File: src/rtl/pwm_duty_decoder.sv
// rtl/pwm_duty_decoder.sv - receive-side PWM carrier decoder (period, high time, edges, stuck, overflow)
//
// Purpose: samples an asynchronous PWM pin, filters it, and measures per carrier
// period (framed by period_start_i) the cycle count, filtered high count and
// filtered rising-edge count. Also flags a gate stuck high/low and a sticky
// accumulator overflow.
//
// Ports:
//   clk_i, rst_n_i    clock, asynchronous active-low reset
//   enable_i          decoder enable (0 forces IDLE)
//   period_start_i    single-cycle carrier boundary strobe
//   pwm_i             asynchronous PWM pin
//   clear_i           clears overflow_o
//   period_count_o    cycles in the last complete period
//   high_count_o      filtered-high cycles in the last complete period
//   edges_o           filtered rising edges in the last period (saturating)
//   valid_o           1-cycle pulse after the outputs above update
//   stuck_high_o      edgeless for STUCK_PERIODS reports, level high
//   stuck_low_o       edgeless for STUCK_PERIODS reports, level low
//   overflow_o        sticky period accumulator saturation
module pwm_duty_decoder #(
  parameter int WIDTH         = 16,
  parameter int SYNC_STAGES   = 2,
  parameter int FILTER_LEN    = 3,
  parameter int STUCK_PERIODS = 4
) (
  input  logic             clk_i,
  input  logic             rst_n_i,
  input  logic             enable_i,
  input  logic             period_start_i,
  input  logic             pwm_i,
  input  logic             clear_i,
  output logic [WIDTH-1:0] period_count_o,
  output logic [WIDTH-1:0] high_count_o,
  output logic [3:0]       edges_o,
  output logic             valid_o,
  output logic             stuck_high_o,
  output logic             stuck_low_o,
  output logic             overflow_o
);

  localparam logic [WIDTH-1:0] L_MAX = {WIDTH{1'b1}};
  localparam int FW = (FILTER_LEN < 1) ? 1 : $clog2(FILTER_LEN + 1);
  localparam int SW = (STUCK_PERIODS < 1) ? 1 : $clog2(STUCK_PERIODS + 1);

  typedef enum logic [1:0] {S_IDLE, S_ARM, S_MEAS} state_t;

  state_t           r_state;
  state_t           w_next;
  logic             w_seed;
  logic             w_report;
  logic             w_accum;

  logic [SYNC_STAGES-1:0] r_sync;
  logic             w_pwm_s;
  logic             w_pwm_f;
  logic             r_pwm_f_d;
  logic             w_rise;

  logic [WIDTH-1:0] r_per;
  logic [WIDTH-1:0] r_hi;
  logic [3:0]       r_edges;
  logic [SW-1:0]    r_stuck_cnt;
  logic             w_stuck;

  // Metastability chain; pwm_s is pwm_i delayed by SYNC_STAGES flops.
  always_ff @(posedge clk_i or negedge rst_n_i) begin
    if (!rst_n_i) begin
      r_sync <= '0;
    end else begin
      r_sync <= {r_sync[SYNC_STAGES-2:0], pwm_i};
    end
  end
  assign w_pwm_s = r_sync[SYNC_STAGES-1];

  // Glitch filter: the level changes only after FILTER_LEN consecutive
  // disagreeing samples, so rise and fall see the same latency.
  generate
    if (FILTER_LEN == 0) begin : g_nofilt
      assign w_pwm_f = w_pwm_s;
    end else begin : g_filt
      logic          r_pwm_f;
      logic [FW-1:0] r_run;
      always_ff @(posedge clk_i or negedge rst_n_i) begin
        if (!rst_n_i) begin
          r_pwm_f <= 1'b0;
          r_run   <= '0;
        end else if (w_pwm_s == r_pwm_f) begin
          r_run <= '0;
        end else if (r_run == FW'(FILTER_LEN - 1)) begin
          r_pwm_f <= w_pwm_s;
          r_run   <= '0;
        end else begin
          r_run <= r_run + FW'(1);
        end
      end
      assign w_pwm_f = r_pwm_f;
    end
  endgenerate

  always_ff @(posedge clk_i or negedge rst_n_i) begin
    if (!rst_n_i) begin
      r_pwm_f_d <= 1'b0;
    end else begin
      r_pwm_f_d <= w_pwm_f;
    end
  end
  assign w_rise = w_pwm_f & ~r_pwm_f_d;

  always_ff @(posedge clk_i or negedge rst_n_i) begin
    if (!rst_n_i) begin
      r_state <= S_IDLE;
    end else begin
      r_state <= w_next;
    end
  end

  always_comb begin
    w_next   = r_state;
    w_seed   = 1'b0;
    w_report = 1'b0;
    w_accum  = 1'b0;
    if (!enable_i) begin
      w_next = S_IDLE;
    end else begin
      case (r_state)
        S_IDLE: w_next = S_ARM;
        S_ARM: begin
          if (period_start_i) begin
            w_next = S_MEAS;
            w_seed = 1'b1;
          end
        end
        S_MEAS: begin
          if (period_start_i) begin
            w_seed   = 1'b1;
            w_report = 1'b1;
          end else begin
            w_accum = 1'b1;
          end
        end
        default: w_next = S_IDLE;
      endcase
    end
  end

  // Accumulators: seeded with the start cycle itself, zero outside a measurement.
  always_ff @(posedge clk_i or negedge rst_n_i) begin
    if (!rst_n_i) begin
      r_per   <= '0;
      r_hi    <= '0;
      r_edges <= '0;
    end else if (w_seed) begin
      r_per   <= WIDTH'(1);
      r_hi    <= WIDTH'(w_pwm_f);
      r_edges <= 4'(w_rise);
    end else if (w_accum) begin
      r_per   <= (r_per == L_MAX) ? r_per : r_per + WIDTH'(1);
      r_hi    <= (r_hi == L_MAX) ? r_hi : r_hi + WIDTH'(w_pwm_f);
      r_edges <= (r_edges == 4'd15) ? r_edges : r_edges + 4'(w_rise);
    end else begin
      r_per   <= '0;
      r_hi    <= '0;
      r_edges <= '0;
    end
  end

  always_ff @(posedge clk_i or negedge rst_n_i) begin
    if (!rst_n_i) begin
      period_count_o <= '0;
      high_count_o   <= '0;
      edges_o        <= '0;
      valid_o        <= 1'b0;
    end else begin
      valid_o <= w_report;
      if (w_report) begin
        period_count_o <= r_per;
        high_count_o   <= r_hi;
        edges_o        <= r_edges;
      end
    end
  end

  // Set has priority over clear while the period accumulator is pinned.
  always_ff @(posedge clk_i or negedge rst_n_i) begin
    if (!rst_n_i) begin
      overflow_o <= 1'b0;
    end else if (w_accum && (r_per == L_MAX)) begin
      overflow_o <= 1'b1;
    end else if (clear_i) begin
      overflow_o <= 1'b0;
    end
  end

  always_ff @(posedge clk_i or negedge rst_n_i) begin
    if (!rst_n_i) begin
      r_stuck_cnt <= '0;
    end else if (r_state == S_IDLE) begin
      r_stuck_cnt <= '0;
    end else if (w_report) begin
      if (r_edges != 4'd0) begin
        r_stuck_cnt <= '0;
      end else if (r_stuck_cnt != SW'(STUCK_PERIODS)) begin
        r_stuck_cnt <= r_stuck_cnt + SW'(1);
      end
    end
  end

  // Flags follow the live filtered level once the edgeless count is reached.
  assign w_stuck      = (r_stuck_cnt == SW'(STUCK_PERIODS));
  assign stuck_high_o = w_stuck & w_pwm_f;
  assign stuck_low_o  = w_stuck & ~w_pwm_f;

endmodule

File: config.mk
export PLATFORM = sky130hd
export DESIGN_NAME = pwm_duty_decoder
export DESIGN_NICKNAME = d
export VERILOG_FILES = /design/src/rtl/pwm_duty_decoder.sv
export SDC_FILE = /design/constraint.sdc
export NUM_CORES = 1
export LEC_CHECK = 0
export CELL_PAD_IN_SITES_DETAIL_PLACEMENT = 1
export CELL_PAD_IN_SITES_GLOBAL_PLACEMENT = 2
export CORE_MARGIN = 4
export CORE_UTILIZATION = 37
export DETAILED_ROUTE_END_ITERATION = 16
export GPL_TIMING_DRIVEN = 0
export PLACE_DENSITY = 0.87
export SETUP_SLACK_MARGIN = 0.5
export SYNTH_ARGS = -nofsm -noshare
export SYNTH_HDL_FRONTEND = slang
export SYNTH_SLANG_ARGS = --single-unit
File: constraint.sdc
create_clock -name clk_i -period 2.6 [get_ports clk_i]
set_input_delay 0.52 -clock clk_i [delete_from_list [all_inputs] [get_ports clk_i]]
set_output_delay 0.52 -clock clk_i [all_outputs]
set_load 0.01 [all_outputs]
# Word level (Yosys, flattened, before mapping)

Index checks and enable logic that the tools add are counted.

Register bits: 85
Input port bits: 6
Output and inout port bits: 40
Word-level logic and storage cells: 77

Add/sub/neg operators: 5
Equality and inequality tests: 14
Multiplexer cells: 28
Bitwise gates (word level): 6
Reduce and logical (&&, ||, !) cells: 10

Operators by type and width:

| operator              | count |
|---|---|
| $mux 16               | 6 |
| $eq 16x16->1 const B  | 2 |
| $add 16x1->16         | 1 |
| $add 16x1->16 const B | 1 |
| $ne 3x3->1 const B    | 5 |
| $mux 3                | 4 |
| $mux 4                | 3 |
| $mux 1                | 10 |
| $mux 2                | 4 |
| $pmux 2 s3            | 1 |
| $reduce_and 2->1      | 3 |
| $add 4x1->4           | 1 |
| $eq 2x2->1 const B    | 2 |
| $eq 4x4->1 const B    | 1 |
| $reduce_bool 2->1     | 2 |
| $reduce_bool 4->1     | 1 |
| $add 3x1->3 const B   | 1 |
| $and 1x1->1           | 3 |
| $eq 3x3->1 const B    | 1 |
| $not 1->1             | 3 |
| $reduce_bool 3->1     | 1 |
| $add 2x1->2 const B   | 1 |
| $eq 2x1->1 const B    | 1 |
| $logic_not 2->1       | 1 |
| 4 further kinds       | 4 |

# Depth between registers and ports, before layout

Gate-level depths: netlist of the first run.

Depth in word-level cells: 6
Depth in mapped cells: 7
Mapped depth without buffers: 6

# Least setup slack after synthesis of the first run

No wires, ideal clock.

Path type: register -> register
Start point: register g_filt.r_pwm_f
End point: register r_hi[8]
Setup time: 78 ps
Data arrival time: 1717 ps
Required time: 2522 ps
Setup slack: 805 ps
Stages on the path, launching flop included: 7
Path buffers: 1
Period minus slack after synthesis: 1795 ps
Cells stage by stage: dfrtp_1 -> ha_1 -> nand4_2 -> or2_0 -> clkbuf_1 -> or4_1 -> a21oi_1

Cells in the longest elaborated chain, start to end: 4

Ends and longest elaborated chain:

| element                | line | text |
|---|---|---|
| start, declared        | 82   | `logic r_pwm_f;` |
| start signal, assigned | 91   | `r_pwm_f <= w_pwm_s;` |
| $add 16x1->16          | 159  | `r_hi <= (r_hi == L_MAX) ? r_hi : r_hi + WIDTH'(w_pwm_f);` |
| $mux 16                | 159  |  |
| $mux 16                | 157  | `end else if (w_accum) begin` |
| $mux 16                | 153  | `end else if (w_seed) begin` |
| end signal, assigned   | 155  | `r_hi <= WIDTH'(w_pwm_f);` |
| end signal, assigned   | 159  |  |
| end, declared          | 61   | `logic [WIDTH-1:0] r_hi;` |

No other way between the ends. The select of a mux whose other input is x is not followed.
A chain may end at the register's enable or synchronous reset.

# Worst setup path after layout of the first run

Start point: register r_per[0]
End point: register r_per[0]

Cells in the longest elaborated chain, start to end: 4
Elaborated cells between the ends (all ways): 6
Those cells by class: add/sub: 1; eq/ne: 2; mux: 3

Ends and longest elaborated chain:

| element                | line | text |
|---|---|---|
| start, declared        | 60   | `logic [WIDTH-1:0] r_per;` |
| start signal, assigned | 158  | `r_per <= (r_per == L_MAX) ? r_per : r_per + WIDTH'(1);` |
| $add 16x1->16          | 158  |  |
| $mux 16                | 158  |  |
| $mux 16                | 157  |  |
| $mux 16                | 153  |  |

Parallel ways exist; a longest one is shown, timed or not. The select of a mux whose other input is x is not followed.

==> qor.yml, run 1 <==
drtAntennaViolNets: 0
syn-cell-area_um2: 3880
grt_pass1_wl_um: 15200
finalPower_uw: 2940
place_inst: 517
postCtsHoldBufs: 0
synth_flop_cell: "dfrtp_1"
n_antenna_cell: 0
cp-end-kind: "flip-flop"
wire_per_inst_um: 16.5
avgViaCountPerCell: 5.32
fin_crit_ns: 2.01
period_share_pct: 77.3
clkTransAtPathRegs_ns: 0.09
drt_wl_total_um: 8830
r2r_end: "r_per[0]"
place_congestion: 0.830
fill_cells: 1155
ys_seq_area_share_pct: 54.8
path_class: "flip-flop to flip-flop"
total_leakage_power_uw: 0.00211
finalMaxSlewViolations: 0
initial_core_util_pct: 37.8
worstSetupStartpointType: "flip-flop"
worstMarginPinSlew_ns: 0.644
fin_area_um2: 4760
drt_iter0_drc: 84
cts_tree: "built"
grt_pass1_vias: 2944
reg2reg_from: "r_per[0]"
hold_viol: 0
fin_skew_ns: 0.0100
arrival_ns: 2.29
die_w_um: 110
synth_top_area_cell: "dfrtp_1"
setup_viol: 0
hold_path_class: "input pin to async pin"
slowest_stage: "or4_1"
antenna_found_initial: 0
placed_area_um2: 4530
syn_nets: 352
cap_viol_max_count: 0
grt_max_degree: 54
synth_common_cells: "dfrtp_1, mux2_2, o21ai_0, nand2_1, a21oi_1"
cts_root_buffer: "clkbuf_8"
max_freq_mhz: 498
grt_overflow: 0
drcViolationCount: 0
netlist_instances: 335
die_h_um: 110
vias: 2841
area_growth_pct: 22.7
synthArstFlopShare_pct: 100
slowest_delay_ns: 0.53
synth_area_leaders: "dfrtp_1, mux2_2, ha_1"
core_area_um2: 10300
clock_sinks: 85
rsz0062_at_grt: "true"
synth-seq-cells: 85
row_count: 37
stdcell_count: 534
post-dp-hpwl_um: 6400
utilization_pct: 46.4
drt_first_pass_iters: 4
cp_max_fo: 7
die-area_um2: 12200
grtUsageTotal_pct: 15.1
cp_data_required_time_ns: 2.88
relSlewSlack_pct: 57.1
portBuffers: 45
cts-buffers-inserted: 9
synthMostInstantiatedCell: "dfrtp_1"
clk_latency_ns: 0.36
ys_types: 48
yosys.area.top_type_share_pct: 54.8
clock_path_buffers: 2
status: "finished clean"
final_layout_size_suffix_gt1_share_pct: 18.1
fin_nets: 410
ios: 46
synth.avg_cell_area_um2: 11.6
synth-edff-count: 0
cp_cell_sequence: "ha_1 > nand3_2 > or4_1 > buf_2 > a21o_1 > a21oi_1"
r2r_setup_slack_ns: 0.59
ys_warn_count: 0
r2r_cells: 6
vdd_drop_max_uv: 307
power_density_nw_per_um2: 617
htree_levels: 3
-- flip-flops by register name (all words and copies together), names as in the netlist --
| name | count |
|---|---|
| high_count_o | 16 |
| period_count_o | 16 |
| r_hi | 16 |
| r_per | 16 |
| edges_o | 4 |
| r_edges | 4 |
| r_stuck_cnt | 3 |
| g_filt.r_run | 2 |
| r_state | 2 |
| r_sync | 2 |
| g_filt.r_pwm_f | 1 |
| overflow_o | 1 |
| r_pwm_f_d | 1 |
| valid_o | 1 |
-- how the worst max path moves through the flow --
stage,cells after the start,end,from,slack [ns]
global route,6,r_per[0],r_per[0],0.46
finish,6,r_per[0],r_per[0],0.59
CTS,6,r_per[0],r_per[0],0.51
global placement,1,r_per[8],rst_n_i,-2.10
floorplan,6,r_hi[8],g_filt.r_pwm_f,0.80
detailed placement,5,r_hi[2],period_start_i,0.01
-- worst max-delay path: cells and delay by family, from the launching register on --
kind                       cells  cell delay [ns]
and+or+nand+nor                2             0.70
DFF                            1             0.48
AOI/OAI and AO/OA              2             0.32
adders and majority gates      1             0.26
buffers and inverters          1             0.18
-- routing by layer --
metal | vias up | part of all wire [%] | global-route usage, %
li1 | 1354 | - | -
met5 | - | 0 | 0
met1 | 1428 | 49 | 21.6
met2 | 48 | 45 | 23.0
met4 | 0 | 1.4 | 4.93
met3 | 11 | 4.1 | 3.01
-- what timing repair did --
item	CTS	global route
pin swaps	1	0
setup endpoints to repair	25	32
resized for setup	6	12
buffers inserted	0	1
-- cell families (layout without fill, tap and decap cells) --
group / after synthesis / count (layout) / share of synthesized area (%)
adder cells (fa/ha/maj): 11 / 11 / 3.54
buffers and inverters: 25 / 88 / 2.51
AND/OR/NAND/NOR: 102 / 102 / 16.0
XOR/XNOR: 12 / 12 / 2.71
flip-flops: 85 / 85 / 54.8
AO/OA/AOI/OAI: 64 / 64 / 10.1
multiplexers: 36 / 36 / 10.3
-- cell usage in the layout (no fill, tap or decap), types with 10 or more instances in the layout --
cell             instances
mux2_2                  33
a21oi_1                 15
inv_1                   12
clkdlybuf4s50_1         42
nand2_1                 16
dfrtp_1                 83
nor3_1                  10
o21ai_0                 22
ha_1                    11
nor2_1                  13
-- power by group --
part / total, µW / leakage, µW / switching (µW) / internal [µW]
sequential: 1470 / 0.00117 / 72.9 / 1400
clock: 1030 / 0.0000985 / 488 / 540
combinational: 439 / 0.000840 / 249 / 190
-- final cells by class --
cell class	count	area, µm²	area share [%]
clock buffers	10	128	2.68
flip-flops and latches	85	2130	44.7
inverters	12	45.0	0.945
well taps	136	170	3.57
multi-input cells	225	1670	35.1
clock inverters	6	87.6	1.84
plain buffers	13	57.6	1.21
repair buffers	47	473	9.93
-- stage by stage --
step,setup WS [ns],hold WS [ns],TNS [ns]
after floorplan,0.805,0.224,0
after global placement,-2.10,0.337,-178.33
after detailed placement,0.0134,0.340,0
after CTS,0.505,0.105,0
after global routing,0.464,0.125,0
final,0.590,0.0915,0
(Power assumes the default switching activity.)
==> inputs of run 2 (changes only) <==
clock period = 2 ns   (was 2.6 ns; I/O delays follow)
==> qor.yml, run 2 (same netlist as run 1, synthesis figures left out) <==
period_share_pct: 92.2
clock_path_buffers: 2
dp_slack_ns: -0.396
whs_ns: 0.360
grt_pass1_vias: 3314
cts-buffers-inserted: 9
die_h_um: 110
tns_ns: 0
htree_levels: 3
total_leakage_power_uw: 0.00275
r2r_setup_slack_ns: 0.16
r2r_cells: 5
grt_max_degree: 61
fin_nets: 467
die_w_um: 110
layout_commonest_cell: "dfrtp_1"
fin_crit_ns: 1.84
ios: 46
slowest_delay_ns: 0.49
area_growth_pct: 49.7
mostFrequentLayoutCells: "dfrtp_1, buf_4, dlygate4sd2_1, mux2_2, nand2_1"
power_density_nw_per_um2: 767
clock_sinks: 85
die-area_um2: 12200
path_buf_inv: 0
worstMarginPinSlew_ns: 0.449
critPathTopFamily: "simple AND/OR/NAND/NOR gates"
cp-end-kind: "flip-flop"
clk_latency_ns: 0.38
fin_ws_ns: 0.155
rsz0062_at_grt: "true"
worstSetupStartpointType: "flip-flop"
antenna_found_initial: 0
setup_viol: 0
wire_per_inst_um: 20.3
drt_first_pass_iters: 4
cts_root_buffer: "clkbuf_8"
hold-path-endpoint: "r_sync[1]"
cts_tree: "built"
vias: 3251
clkTransAtPathRegs_ns: 0.09
cp_data_required_time_ns: 2.31
cp_max_fo: 4
r2r_end: "r_hi[11]"
core_area_um2: 10300
drt_iter0_drc: 116
cp_cell_sequence: "ha_4 > nand4_1 > or4_4 > or3_1 > a21oi_1"
finalPower_uw: 4460
relSlewSlack_pct: 69.8
slowest_stage: "or4_4"
grt_pass1_wl_um: 17300
portBuffers: 45
cap_viol_max_count: 0
fin_skew_ns: 0.0171
drt_wl_total_um: 12000
arrival_ns: 2.15
vdd_drop_max_uv: 554
post-dp-hpwl_um: 6520
drtAntennaViolNets: 0
hold_viol: 0
initial_core_util_pct: 37.8
worst_hold_startpoint: "r_sync[0]"
finalMaxSlewViolations: 0
path_class: "flip-flop to flip-flop"
status: "finished clean"
hold_depth: 0
grt_overflow: 0
reg2reg_from: "r_hi[0]"
drcViolationCount: 0
grtUsageTotal_pct: 17.6
max_freq_mhz: 542
avgViaCountPerCell: 5.50
row_count: 37
final_layout_size_suffix_gt1_share_pct: 44.4
hold_path_class: "flip-flop to flip-flop"
n_antenna_cell: 0
place_congestion: 0.750
run 2: changes by cell type in the layout (fill, tap and decap cells not counted), sizes merged, moves of 3 or more:
cell / before / now
buf: 5 / 70
clkbuf: 23 / 14
clkdlybuf4s15: 0 / 3
clkdlybuf4s50: 42 / 2
dlygate4sd2: 0 / 36
run 2: area by class of cell:
| class | count | area, µm² |
|---|---|---|
| Sequential cell | 85 | 2140 |
| Fill cell | 1075 | 4460 |
| Clock inverter | 5 | 83.8 |
| Buffer | 13 | 153 |
| Tap cell | 136 | 170 |
| Inverter | 12 | 50.0 |
| Timing Repair Buffer | 103 | 932 |
| Clock buffer | 11 | 141 |
| Multi-Input combinational cell | 226 | 2140 |
run 2: per-layer routing:
layer	GRT usage, %	part of all wire [%]
met5	0	0
met4	5.99	2.3
met1	22.3	42
met3	3.95	3.3
met2	29.5	53
run 2: worst max-delay path by stage:
stage / start / endpoint / cells past startpoint
detailed placement: period_start_i / r_per[4] / 5
floorplan: g_filt.r_pwm_f / r_hi[8] / 6
CTS: g_filt.r_pwm_f / r_hi[8] / 6
global route: g_filt.r_pwm_f / r_hi[11] / 5
global placement: rst_n_i / r_sync[0] / 1
finish: r_hi[0] / r_hi[11] / 5
run 2: power breakdown:
group	switching, µW	internal (µW)	total, µW
Clock	675	741	1420
Combinational	545	570	1120
Sequential	105	1820	1930
Total	1330	3130	4460
run 2: what timing repair did:
| item | CTS | global route |
|---|---|---|
| cloned | 1 | 2 |
| setup endpoints to repair | 115 | 78 |
| pin swaps | 10 | 26 |
| endpoints found under the hold margin | 25 | 0 |
| hold buffers | 1 | 0 |
| resized for setup | 112 | 100 |
| buffers inserted | 28 | 26 |
run 2: through the flow:
step,instance area (µm²),instances,utilization (%)
after floorplan,3960,335,-
after global placement,4580,516,44.6
after detailed placement,4610,517,44.8
after CTS,5220,563,50.7
after global routing,5810,591,56.6
final,5810,591,56.6
==> inputs of run 3 (changes only) <==
TNS_END_PERCENT = 5   (was not set)
==> qor.yml, run 3 (same netlist as run 1, synthesis figures left out) <==
fin_ws_ns: 0.202
avgViaCountPerCell: 5.41
htree_levels: 3
n_antenna_cell: 0
portBuffers: 45
cp-end-kind: "flip-flop"
max_freq_mhz: 556
fin_crit_ns: 1.80
area_growth_pct: 36.9
initial_core_util_pct: 37.8
grtUsageTotal_pct: 16.3
rsz0062_at_grt: "true"
drcViolationCount: 0
core_area_um2: 10300
fin_nets: 449
period_share_pct: 89.9
clk_latency_ns: 0.36
power_density_nw_per_um2: 795
relSlewSlack_pct: 67.7
hold_path_class: "flip-flop to flip-flop"
cap_viol_max_count: 0
grt_max_degree: 67
final_layout_size_suffix_gt1_share_pct: 33.2
path_class: "flip-flop to flip-flop"
worstSetupStartpointType: "flip-flop"
cts_root_buffer: "clkbuf_8"
cts-buffers-inserted: 9
vdd_drop_max_uv: 513
die_h_um: 110
fin_skew_ns: 0.0100
ios: 46
clock_sinks: 85
vias: 3101
layout_commonest_cell: "dfrtp_1"
stdcell_count: 573
mostFrequentLayoutCells: "dfrtp_1, clkdlybuf4s50_1, buf_4, mux2_2, o21ai_0"
total_leakage_power_uw: 0.00240
row_count: 37
cp_max_fo: 7
grt_pass1_vias: 3175
die-area_um2: 12200
cts_tree: "built"
drt_first_pass_iters: 4
grt_pass1_wl_um: 16300
status: "finished clean"
arrival_ns: 2.09
dp_slack_ns: -0.492
worstMarginPinSlew_ns: 0.480
drt_wl_total_um: 10200
finalMaxSlewViolations: 0
hold_viol: 0
antenna_found_initial: 0
clock_path_buffers: 2
fill_cells: 1096
grt_overflow: 0
clkTransAtPathRegs_ns: 0.09
place_inst: 517
die_w_um: 110
setup_viol: 0
cp_data_required_time_ns: 2.29
place_congestion: 0.796
post-dp-hpwl_um: 6280
drt_iter0_drc: 111
utilization_pct: 51.7
drtAntennaViolNets: 0
wire_per_inst_um: 17.8
-- run 3: area by class of cell --
type / instances / area, µm² / share of cell area, %
inverters: 12 / 45.0 / 0.847
flip-flops and latches: 85 / 2140 / 40.3
repair buffers: 86 / 773 / 14.5
plain buffers: 13 / 106 / 2.00
multi-input cells: 225 / 1830 / 34.5
clock buffers: 11 / 141 / 2.66
well taps: 136 / 170 / 3.20
clock inverters: 5 / 106 / 2.00
-- run 3: worst paths after layout --
check	depth (start not counted)	start	slack, ns	end
worst max register to register	7	r_hi[0]	0.20	r_hi[9]
max in group asynchronous	3	rst_n_i	0.91	r_per[0]
min in group asynchronous	2	rst_n_i	0.46	period_count_o[9]
worst min register to register	0	r_sync[0]	0.37	r_sync[1]
worst min-delay path	0	r_sync[0]	0.37	r_sync[1]
worst max-delay path	7	r_hi[0]	0.20	r_hi[9]
-- run 3: where the power goes --
group	switching, µW	internal [µW]	total (µW)
Combinational	399	383	782
Sequential	109	1820	1930
Clock	642	870	1510
Total	1150	3080	4230
-- run 3: per-stage QoR --
stage,hold WS (ns),total power (µW),cell area [µm²],setup TNS [ns]
3_3_place_gp,0.333,2470,4550,-237.29
3_5_place_dp,0.307,2520,4570,-16.74
2_1_floorplan,0.104,2290,3930,0
5_1_grt,0.370,4440,5320,0
6_report,0.368,4230,5320,0
4_1_cts,0.369,4180,5060,0
-- run 3: timing repair --
item | in CTS | in global routing
pin swaps | 6 | 8
setup buffers | 19 | 20
setup endpoints to repair | 116 | 117
resized for setup | 37 | 39
hold buffers | 1 | 0
hold endpoints to repair | 19 | 0
-- run 3: critical path, stage by stage, from the launching register on --
cell and delay, ns:
dfrtp_2 0.46, buf_4 0.16, nand4_1 0.11, buf_4 0.13
nor4_4 0.04, buf_4 0.17, or4_4 0.49, a21oi_2 0.16
-- run 3: routing by layer --
layer / share of wire [%] / track usage (%) / wire length (µm) / vias to the layer above
met2: 49 / 26.1 / 5040 / 53
met5: 0 / 0 / 0 / -
met1: 44 / 21.2 / 4470 / 1596
met3: 3.9 / 3.51 / 401 / 20
li1: - / - / - / 1432
met4: 2.7 / 6.90 / 278 / 0
